===== src/rtl/prio_enc_pkg.sv =====
// Shared definitions for the priority-encoder arbiter: state encoding,
// the clog2 helper and the default parameter values.
// Optional feature macro: PRIO_ENC_RR_EN (round-robin search order).
package prio_enc_pkg;

    localparam int N_DEF        = 8;
    localparam int MAX_HOLD_DEF = 16;

    localparam logic ST_IDLE  = 1'b0;
    localparam logic ST_GRANT = 1'b1;

    typedef enum logic {
        IDLE  = ST_IDLE,
        GRANT = ST_GRANT
    } state_e;

    // Ceiling log2. Returns 0 for v <= 1.
    function automatic int clog2(input int v);
        int r;
        r = 0;
        for (int i = 0; i < 32; i++) begin
            if ((64'd1 << i) < 64'(v)) r = i + 1;
        end
        return r;
    endfunction

endpackage


===== src/rtl/prio_enc_arbiter_if.sv =====
// Request/grant bundle for prio_enc_arbiter.
// Handshake: there is no back-pressure. req is level-sensitive and sampled
// every rising edge; grant_vld/grant_idx/grant_oh are registered and reflect
// the req value of the previous edge. dbg_state/dbg_hold expose the FSM
// state and hold counter for checkers.
interface prio_enc_arbiter_if
    import prio_enc_pkg::*;
#(
    parameter int N        = N_DEF,
    parameter int MAX_HOLD = MAX_HOLD_DEF
);
    localparam int W  = clog2(N);
    localparam int HW = clog2(MAX_HOLD);

    logic [N-1:0]  req;
    logic          grant_vld;
    logic [W-1:0]  grant_idx;
    logic [N-1:0]  grant_oh;
    state_e        dbg_state;
    logic [HW-1:0] dbg_hold;

    modport master (
        output req,
        input  grant_vld, grant_idx, grant_oh, dbg_state, dbg_hold
    );

    modport slave (
        input  req,
        output grant_vld, grant_idx, grant_oh, dbg_state, dbg_hold
    );

endinterface


===== src/rtl/prio_enc_core.sv =====
// Combinational highest-index-wins priority encoder. This is the only
// priority search in the arbiter; round-robin is done by rotating its input.
module prio_enc_core #(
    parameter int N = 8,
    parameter int W = 3
) (
    input  logic [N-1:0] req_m,
    output logic         found,
    output logic [W-1:0] idx
);

    // Ascending scan: the last set bit seen (highest index) wins.
    always_comb begin
        found = 1'b0;
        idx   = '0;
        for (int i = 0; i < N; i++) begin
            if (req_m[i]) begin
                found = 1'b1;
                idx   = W'(i);
            end
        end
    end

endmodule


===== src/rtl/prio_enc_arbiter.sv =====
// Priority-encoder arbiter with grant lock and hold limit.
// A grant is held while the holder keeps requesting, for up to MAX_HOLD
// cycles when others are waiting. Default search is fixed priority (highest
// index wins); defining PRIO_ENC_RR_EN switches to round-robin, where the
// last-granted requester has the lowest priority.
module prio_enc_arbiter
    import prio_enc_pkg::*;
#(
    parameter int N        = N_DEF,
    parameter int MAX_HOLD = MAX_HOLD_DEF
) (
    input  logic          clk,
    input  logic          rst,
    prio_enc_arbiter_if.slave bus
);

    localparam int W  = clog2(N);
    localparam int HW = clog2(MAX_HOLD);
    localparam logic [HW-1:0] LIMIT = HW'(MAX_HOLD - 1);

    state_e        state_q, state_n;
    logic [W-1:0]  grant_idx_q, idx_n;
    logic [HW-1:0] hold_q, hold_n;
    logic          vld_q;
    logic [N-1:0]  oh_q;
    logic          new_grant;

    logic [N-1:0]  holder_oh;
    logic          holder_req;
    logic [N-1:0]  cand;
    logic [N-1:0]  search;
    logic          found;
    logic [W-1:0]  core_idx;
    logic [W-1:0]  win_idx;

    assign holder_oh  = N'(1) << grant_idx_q;
    assign holder_req = bus.req[grant_idx_q];

    // Candidate set: at the hold limit the current holder is masked out so
    // another requester can win; otherwise all requests compete.
    always_comb begin
        cand = bus.req;
        if (state_q == GRANT && holder_req && hold_q == LIMIT) begin
            cand = bus.req & ~holder_oh;
        end
    end

`ifdef PRIO_ENC_RR_EN
    localparam int WP = W + 1;
    logic [W-1:0]   ptr_q;
    logic [2*N-1:0] dbl;
    logic [WP-1:0]  sum;

    // Rotate right by ptr so (ptr-1) lands on bit N-1 (top priority) and
    // ptr lands on bit 0; then map the winner back to a real index.
    always_comb begin
        dbl     = {cand, cand} >> ptr_q;
        search  = dbl[N-1:0];
        sum     = {1'b0, core_idx} + {1'b0, ptr_q};
        if (sum >= WP'(N)) sum = sum - WP'(N);
        win_idx = sum[W-1:0];
    end

    // Pointer remembers the most recent new grant.
    always_ff @(posedge clk) begin
        if (rst) ptr_q <= '0;
        else if (new_grant) ptr_q <= idx_n;
    end
`else
    assign search  = cand;
    assign win_idx = core_idx;
`endif

    prio_enc_core #(.N(N), .W(W)) u_core (
        .req_m (search),
        .found (found),
        .idx   (core_idx)
    );

    // Next-state: grant, lock, handover on release, re-grant at hold limit.
    always_comb begin
        state_n   = state_q;
        idx_n     = grant_idx_q;
        hold_n    = hold_q;
        new_grant = 1'b0;
        unique case (state_q)
            IDLE: begin
                if (found) begin
                    state_n   = GRANT;
                    idx_n     = win_idx;
                    new_grant = 1'b1;
                end
            end
            GRANT: begin
                if (!holder_req) begin
                    if (found) begin
                        idx_n     = win_idx;
                        new_grant = 1'b1;
                    end else begin
                        state_n = IDLE;
                        idx_n   = '0;
                        hold_n  = '0;
                    end
                end else if (hold_q != LIMIT) begin
                    hold_n = hold_q + HW'(1);
                end else if (found) begin
                    // found here means someone other than the holder waits.
                    idx_n     = win_idx;
                    new_grant = 1'b1;
                end
            end
            default: begin
                state_n = IDLE;
                idx_n   = '0;
                hold_n  = '0;
            end
        endcase
        if (new_grant) hold_n = '0;
    end

    // State and registered outputs.
    always_ff @(posedge clk) begin
        if (rst) begin
            state_q     <= IDLE;
            grant_idx_q <= '0;
            hold_q      <= '0;
            vld_q       <= 1'b0;
            oh_q        <= '0;
        end else begin
            state_q     <= state_n;
            grant_idx_q <= idx_n;
            hold_q      <= hold_n;
            vld_q       <= (state_n == GRANT);
            oh_q        <= (state_n == GRANT) ? (N'(1) << idx_n) : '0;
        end
    end

    assign bus.grant_vld = vld_q;
    assign bus.grant_idx = grant_idx_q;
    assign bus.grant_oh  = oh_q;
    assign bus.dbg_state = state_q;
    assign bus.dbg_hold  = hold_q;

endmodule


===== src/flat_wrapper.sv =====
// flat-port wrapper written by rule: the top's interface ports become plain ports
module prio_enc_arbiter_flat import prio_enc_pkg::*;
#(
    parameter int N        = N_DEF,
    parameter int MAX_HOLD = MAX_HOLD_DEF
)
  (clk, rst, bus_req, bus_grant_vld, bus_grant_idx, bus_grant_oh, bus_dbg_state, bus_dbg_hold);
  prio_enc_arbiter_if #(.N(N), .MAX_HOLD(MAX_HOLD)) bus_i ();
  input  logic clk;
  input  logic rst;
  input wire logic [$bits(bus_i.req)-1:0] bus_req;
  output wire logic [$bits(bus_i.grant_vld)-1:0] bus_grant_vld;
  output wire logic [$bits(bus_i.grant_idx)-1:0] bus_grant_idx;
  output wire logic [$bits(bus_i.grant_oh)-1:0] bus_grant_oh;
  output wire logic [$bits(bus_i.dbg_state)-1:0] bus_dbg_state;
  output wire logic [$bits(bus_i.dbg_hold)-1:0] bus_dbg_hold;
  assign bus_i.req = bus_req;
  assign bus_grant_vld = bus_i.grant_vld;
  assign bus_grant_idx = bus_i.grant_idx;
  assign bus_grant_oh = bus_i.grant_oh;
  assign bus_dbg_state = bus_i.dbg_state;
  assign bus_dbg_hold = bus_i.dbg_hold;
  prio_enc_arbiter #(.N(N), .MAX_HOLD(MAX_HOLD)) u_core (.clk(clk), .rst(rst), .bus(bus_i));
endmodule

===== config.mk =====
export PLATFORM = sky130hd
export DESIGN_NAME = prio_enc_arbiter_flat
export DESIGN_NICKNAME = d
export VERILOG_FILES = /design/src/rtl/prio_enc_pkg.sv /design/src/rtl/prio_enc_arbiter_if.sv /design/src/rtl/prio_enc_core.sv /design/src/rtl/prio_enc_arbiter.sv /design/src/flat_wrapper.sv
export SDC_FILE = /design/constraint.sdc
export NUM_CORES = 1
export LEC_CHECK = 0
export ABC_AREA = 0
export CAP_MARGIN = 15
export CORE_MARGIN = 4
export CORE_UTILIZATION = 40
export CTS_CLUSTER_SIZE = 12
export DETAILED_ROUTE_END_ITERATION = 8
export PLACE_DENSITY = 0.78
export SETUP_SLACK_MARGIN = 0.02
export SKIP_LAST_GASP = 1
export SLEW_MARGIN = 5
export SYNTH_ARGS = -nofsm -noshare
export SYNTH_HDL_FRONTEND = slang
export SYNTH_HIERARCHICAL = 1
export SYNTH_SLANG_ARGS = --single-unit
export TNS_END_PERCENT = 10

===== constraint.sdc =====
create_clock -name clk -period 3.5 [get_ports clk]
set_input_delay 0.35 -clock clk [delete_from_list [all_inputs] [get_ports clk]]
set_output_delay 0.35 -clock clk [all_outputs]
set_load 0.02 [all_outputs]

==> reports/metrics.cfg, run 1 <==
[outcome]
status=complete, no violations

[yosys]
synth_top_area_cell=dfxtp_1
synth_seq_cells=16
yosys-top-cells-area=dfxtp_1 (33%), nor3_1 (4.6%), nor2_1 (4.6%), a21oi_1 (3.6%), o31a_1 (3.6%)
avgSynthCellArea_um2=8.13
syn_area_um2=983
synth_flop_cell=dfxtp_1
ys_types=41
seq_area_frac_synth_pct=32.6
synth_nets=132
synth-edff-count=0
syn_inst=121
synth_top_area_share_pct=32.6
synthArstFlopShare_pct=0
ys_warn_count=6

[floorplan]
start_util_pct=43.2
core_area_mm2=0.00228
die-height_um=57.6
core.rowCount=17
pin_count=27
die_x_um=57.6
die_area_mm2=0.00332

[setup_path]
critPathMaxFanout=6
crit_path_start_kind=primary input
cp_data_arrival_time_ns=3.42
worstSetupPathType=in -> reg
r2r_slack_ns=0.25
critPathCaptureType=flop
r2r-start=u_core/bus.grant_idx[0]
required_ns=3.64
r2r-end=u_core/bus.grant_oh[6]
r2r_cells=12

[global_routing]
grt_pass1_wl_mm=4.17
antenna_found_initial=0
grt_overflow=0
grt_util_all_layers_pct=15.3
grt_pass1_vias=977
grt_max_degree=14

[sta]
finalSetupViolations=0
finalCritPeriodShare_pct=93.8
drv_slew=0
skew_ns=0.00589
period_minus_slack_ns=3.28
grt_setup_unrepaired=no
relSlewSlack_pct=68.0
max_slew.worst_pin.slew_ns=0.479
max_freq_ghz=0.305
holdWs_ns=0.585
setup_tns_ns=0
finalHoldViolations=0

[power_and_ir_drop]
power_leakage_uw=0.000486
ir_worst_vdd_v=0.000272
powerDensity_mw_per_mm2=353
power_uw=455

[detailed_routing]
wl_mm=2.50
first_pass_iters=4
viasPerCell=5.79
ant_nets=0
dr_total_vias=1014
wire_per_inst_um=14.3
drc_errors=0
dr.first_iter.drc_count=37

[finish]
stdcell_area_mm2=0.00129
layout-drive-gt1-share_pct=11.6
final_nets=160
mostFrequentLayoutCells=clkdlybuf4s50_1 (26), dfxtp_1 (15), nor2_1 (12)
diodes=0
area_growth_pct=31.2
fillers=211
stdcell_count=175
mostFrequentLayoutCell=clkdlybuf4s50_1

[clock_network]
clock_sinks=16
clk_latency_ns=0.27
cts_tree=built
root_buffer=clkbuf_4
cts.htree.levels=1
cts_buffer_depth=2
ctsHoldBuffers=0
numCtsBuffers=3
clk_transition_reported_paths_ns=0.07

[placement]
place_area_mm2=0.00126
dp.cells=171
portBuffers=26
finalWeightedCongestion=0.942
hpwlAfterDp_mm=1.89

[worst_hold_path]
hold_end=u_core/bus.dbg_hold[0]
hp-start=u_core/bus.dbg_hold[0]
hold_path.class=reg -> reg
hold_depth=1

[run]
max-cap-violations=0

==> per-layer routing <==
metal	track usage (%)	wire length, µm	up-vias
li1	-	-	506
met1	19.7	1150	474
met2	24.8	1180	32
met3	2.94	149	2
met4	6.29	14	0
met5	0	0	-
==> worst max-delay path by stage <==
stage,slack (ns),to,cells past startpoint,start
global route,0.008,u_core/bus.grant_oh[1],14,bus_req[6]
detailed placement,0.08,u_core/bus.grant_oh[7],13,bus_req[6]
finish,0.22,u_core/bus.grant_oh[6],13,bus_req[6]
global placement,0.21,u_core/bus.grant_oh[3],13,bus_req[6]
floorplan,0.52,u_core/bus.grant_oh[3],13,u_core/bus.grant_idx[2]
CTS,0.20,u_core/bus.grant_oh[6],12,u_core/bus.grant_idx[0]
==> kinds of logic after synthesis <==
| group | share of synthesized area [%] |
|---|---|
| simple gates | 27.1 |
| buf+inv | 8.52 |
| flops | 32.6 |
| compound gates | 26.0 |
| mux | 4.58 |
| fa+ha+maj | 1.27 |
==> flip-flops by register name, indices dropped and copies added, names as in the netlist <==
signal / flops
u_core/bus.grant_idx: 3
u_core/bus.grant_oh: 8
u_core/bus.dbg_hold: 4
u_core/bus.grant_vld: 1
==> stage by stage <==
step | setup slack (ns) | utilization [%]
2_1_floorplan | 0.518 | -
3_3_place_gp | 0.206 | 55.3
3_5_place_dp | 0.0810 | 55.3
4_1_cts | 0.204 | 56.3
5_1_grt | 0.00832 | 56.7
6_report | 0.217 | 56.7
==> critical path: stages <==
cell and delay (ns):
clkdlybuf4s50_1 0.49, mux2_4 0.15, a2bb2oi_1 0.23, nand2_1 0.18
nor2_1 0.18, nand3_1 0.15, o31a_1 0.31, nor2_1 0.19
nand4_1 0.23, buf_4 0.21, or3_4 0.38, o2111ai_1 0.24
nor3_1 0.12
==> Yosys cell counts (all sizes together), types with 2 or more instances <==
library cell / n
nand4: 4
and2: 2
nor2: 12
o32a: 2
nor3: 10
or2: 2
o31a: 4
a2bb2oi: 3
dfxtp: 16
nand2: 7
nand3: 4
a31oi: 4
inv: 8
buf: 4
o31ai: 3
mux2i: 3
clkbuf: 4
o2111a: 2
o2111ai: 2
a22oi: 2
a21oi: 7
nor2b: 2
==> cell type report <==
| type | instances | area [µm²] | share of cell area, % |
|---|---|---|---|
| multi-input combinational | 88 | 579 | 44.9 |
| sequential | 16 | 322 | 24.9 |
| timing repair buffer | 31 | 298 | 23.1 |
| tap | 28 | 35.0 | 2.72 |
| inverter | 9 | 33.8 | 2.62 |
| clock buffer | 3 | 22.5 | 1.75 |
==> what timing repair did <==
| item | 4_1_cts | 5_1_grt |
|---|---|---|
| gates resized for setup | 0 | 1 |
| setup endpoints to repair | 0 | 11 |
| buffers inserted | 0 | 1 |
==> report_power, final <==
group	total, µW	switching, µW	internal [µW]
Combinational	154	84.2	69.5
Clock	87.8	48.0	39.8
Sequential	214	18.9	195
Total	455	151	304
Note: power is estimated with default switching activity, not from simulation.
==> inputs of run 2 (changes only) <==
--- a/config.mk
+++ b/config.mk
@@ -8,10 +8,10 @@
 export ABC_AREA = 0
 export CAP_MARGIN = 15
 export CORE_MARGIN = 4
-export CORE_UTILIZATION = 40
+export CORE_UTILIZATION = 46
 export CTS_CLUSTER_SIZE = 12
 export DETAILED_ROUTE_END_ITERATION = 8
-export PLACE_DENSITY = 0.78
+export PLACE_DENSITY = 0.87
 export SETUP_SLACK_MARGIN = 0.02
 export SKIP_LAST_GASP = 1
 export SLEW_MARGIN = 5
@@ -19,4 +19,4 @@
 export SYNTH_HDL_FRONTEND = slang
 export SYNTH_HIERARCHICAL = 1
 export SYNTH_SLANG_ARGS = --single-unit
-export TNS_END_PERCENT = 10
+export TNS_END_PERCENT = 100
==> reports/metrics.cfg, run 2 (synthesized netlist as in run 1, its figures left out) <==
[worst_hold_path]
hold_depth=1
hold_path.class=reg -> reg
hold_end=u_core/bus.dbg_hold[0]
hp-start=u_core/bus.dbg_hold[0]

[power_and_ir_drop]
p_comb_share_pct=31.4
pwr-share-seq_pct=43.4
powerDensity_mw_per_mm2=381
power_leakage_uw=0.000485
p_int_uw=328
p_clk_share_pct=25.3
swShare_pct=33.1
netSwitchingPower_uw=162
ir_worst_vdd_v=0.000273

[finish]
mostFrequentLayoutCell=clkdlybuf4s50_1
stdcell_count=173
final_nets=158
fin_util_pct=64.3
stdcell_area_mm2=0.00129
area_growth_pct=30.9
layout-drive-gt1-share_pct=11.0
mostFrequentLayoutCells=clkdlybuf4s50_1 (26), dfxtp_1 (15), nor2_1 (12)
diodes=0
fillers=166
largest_register_ffs=8

[sta]
max_slew.worst_pin.slew_ns=0.464
finalCritPeriodShare_pct=89.0
drv_slew=0
setup_tns_ns=0
grt_setup_unrepaired=no
finalSetupViolations=0
relSlewSlack_pct=68.3
period_minus_slack_ns=3.11
skew_ns=0.00265
finalHoldViolations=0
max_freq_ghz=0.321

[detailed_routing]
viasPerCell=5.89
wl_mm=2.61
first_pass_iters=4
wire_per_inst_um=15.1
wl_met1_mm=1.15
drc_errors=0
dr.first_iter.drc_count=31
ant_nets=0
routed.top_layer=met4
dr_wl_met3_um=139
wl_met2_mm=1.24
dr_total_vias=1019

[setup_path]
cp_slowest_cell=clkdlybuf4s50_1
r2r_slack_ns=0.40
path_cells=clkdlybuf4s50_1 -> mux2_4 -> a2bb2oi_1 -> nand2_1 -> nor2_1 -> nand3_1 -> o31a_1 -> nor2_1 -> nand4_1 -> buf_4 -> a22oi_2 -> o2111ai_1 -> nor3_1
required_ns=3.71
critPathCaptureType=flop
r2r-start=u_core/bus.grant_idx[0]
r2r_cells=12
critPathMaxFanout=13
cp_slowest_stage_delay_ns=0.50
crit_path_start_kind=primary input
cp_data_arrival_time_ns=3.33
worstSetupPathType=in -> reg
cp_common_cell=nor2_1
r2r-end=u_core/bus.grant_oh[7]

[clock_network]
cts_buffer_depth=2
post_cts_resized=0
clock_sinks=16
post_cts.repair.setup_buffers=0
ctsHoldBuffers=0
cts_tree=built
numCtsBuffers=3
root_buffer=clkbuf_4
clk_latency_ns=0.29
cts.htree.levels=1
clk_transition_reported_paths_ns=0.09

[global_routing]
grt_pass1_vias=969
grt_overflow=0
grt_pass1_wl_mm=4.28
grt_util_all_layers_pct=20.5
antenna_found_initial=0
grt_max_degree=14

[floorplan]
core.rowCount=16
die_area_mm2=0.00294
die-height_um=54.2
core_area_mm2=0.00200
die_x_um=54.2
pin_count=27
start_util_pct=49.1

[run]
max-cap-violations=0

[placement]
place_area_mm2=0.00125
portBuffers=26
dp.cells=169
hpwlAfterDp_mm=1.91
finalWeightedCongestion=0.887

[outcome]
status=complete, no violations

==> run 2: cell type report <==
class	instances	area [µm²]	area share, %
tap	27	33.8	2.62
inverter	9	33.8	2.62
sequential	16	322	25.0
timing repair buffer	29	283	22.0
clock buffer	4	36.3	2.82
multi-input combinational	88	579	45.0
==> run 2: critical path, delay by kind of cell <==
family / cells / cell delay, ns
AO/OA/AOI/OAI: 4 / 1.06
AND/OR/NAND/NOR: 6 / 1.06
buffers and inverters: 2 / 0.69
multiplexers: 1 / 0.15
==> run 2: stage by stage <==
step	setup WS [ns]	hold slack, ns	power (µW)
6_report	0.387	0.573	490
5_1_grt	0.131	0.610	516
4_1_cts	0.281	0.565	493
3_5_place_dp	0.132	0.551	368
3_3_place_gp	0.264	0.550	365
2_1_floorplan	0.518	0.534	320
==> run 2: metal layers <==
layer / up-vias / GRT usage, %
li1: 503 / -
met2: 43 / 32.7
met5: - / 0
met3: 7 / 3.27
met1: 466 / 25.2
met4: 0 / 13.7
==> run 2: how the worst max path moves through the flow <==
| stage | from | to | slack (ns) | depth (start not counted) |
|---|---|---|---|---|
| finish | bus_req[6] | u_core/bus.grant_oh[7] | 0.39 | 13 |
| global route | u_core/bus.grant_idx[0] | u_core/bus.grant_oh[5] | 0.13 | 12 |
| CTS | u_core/bus.grant_idx[0] | u_core/bus.grant_oh[3] | 0.28 | 12 |
| detailed placement | bus_req[7] | u_core/bus.grant_oh[3] | 0.13 | 13 |
| global placement | bus_req[6] | u_core/bus.grant_oh[3] | 0.26 | 13 |
| floorplan | u_core/bus.grant_idx[2] | u_core/bus.grant_oh[3] | 0.52 | 13 |
==> run 2: power by group through the flow <==
stage                     clock network, µW  logic [µW]  registers, µW
after global placement                    0         148            216
final                                   124         154            213
after global routing                    132         168            216
after detailed placement                  0         152            216
after floorplan                           0        99.6            220
after CTS                               127         153            212
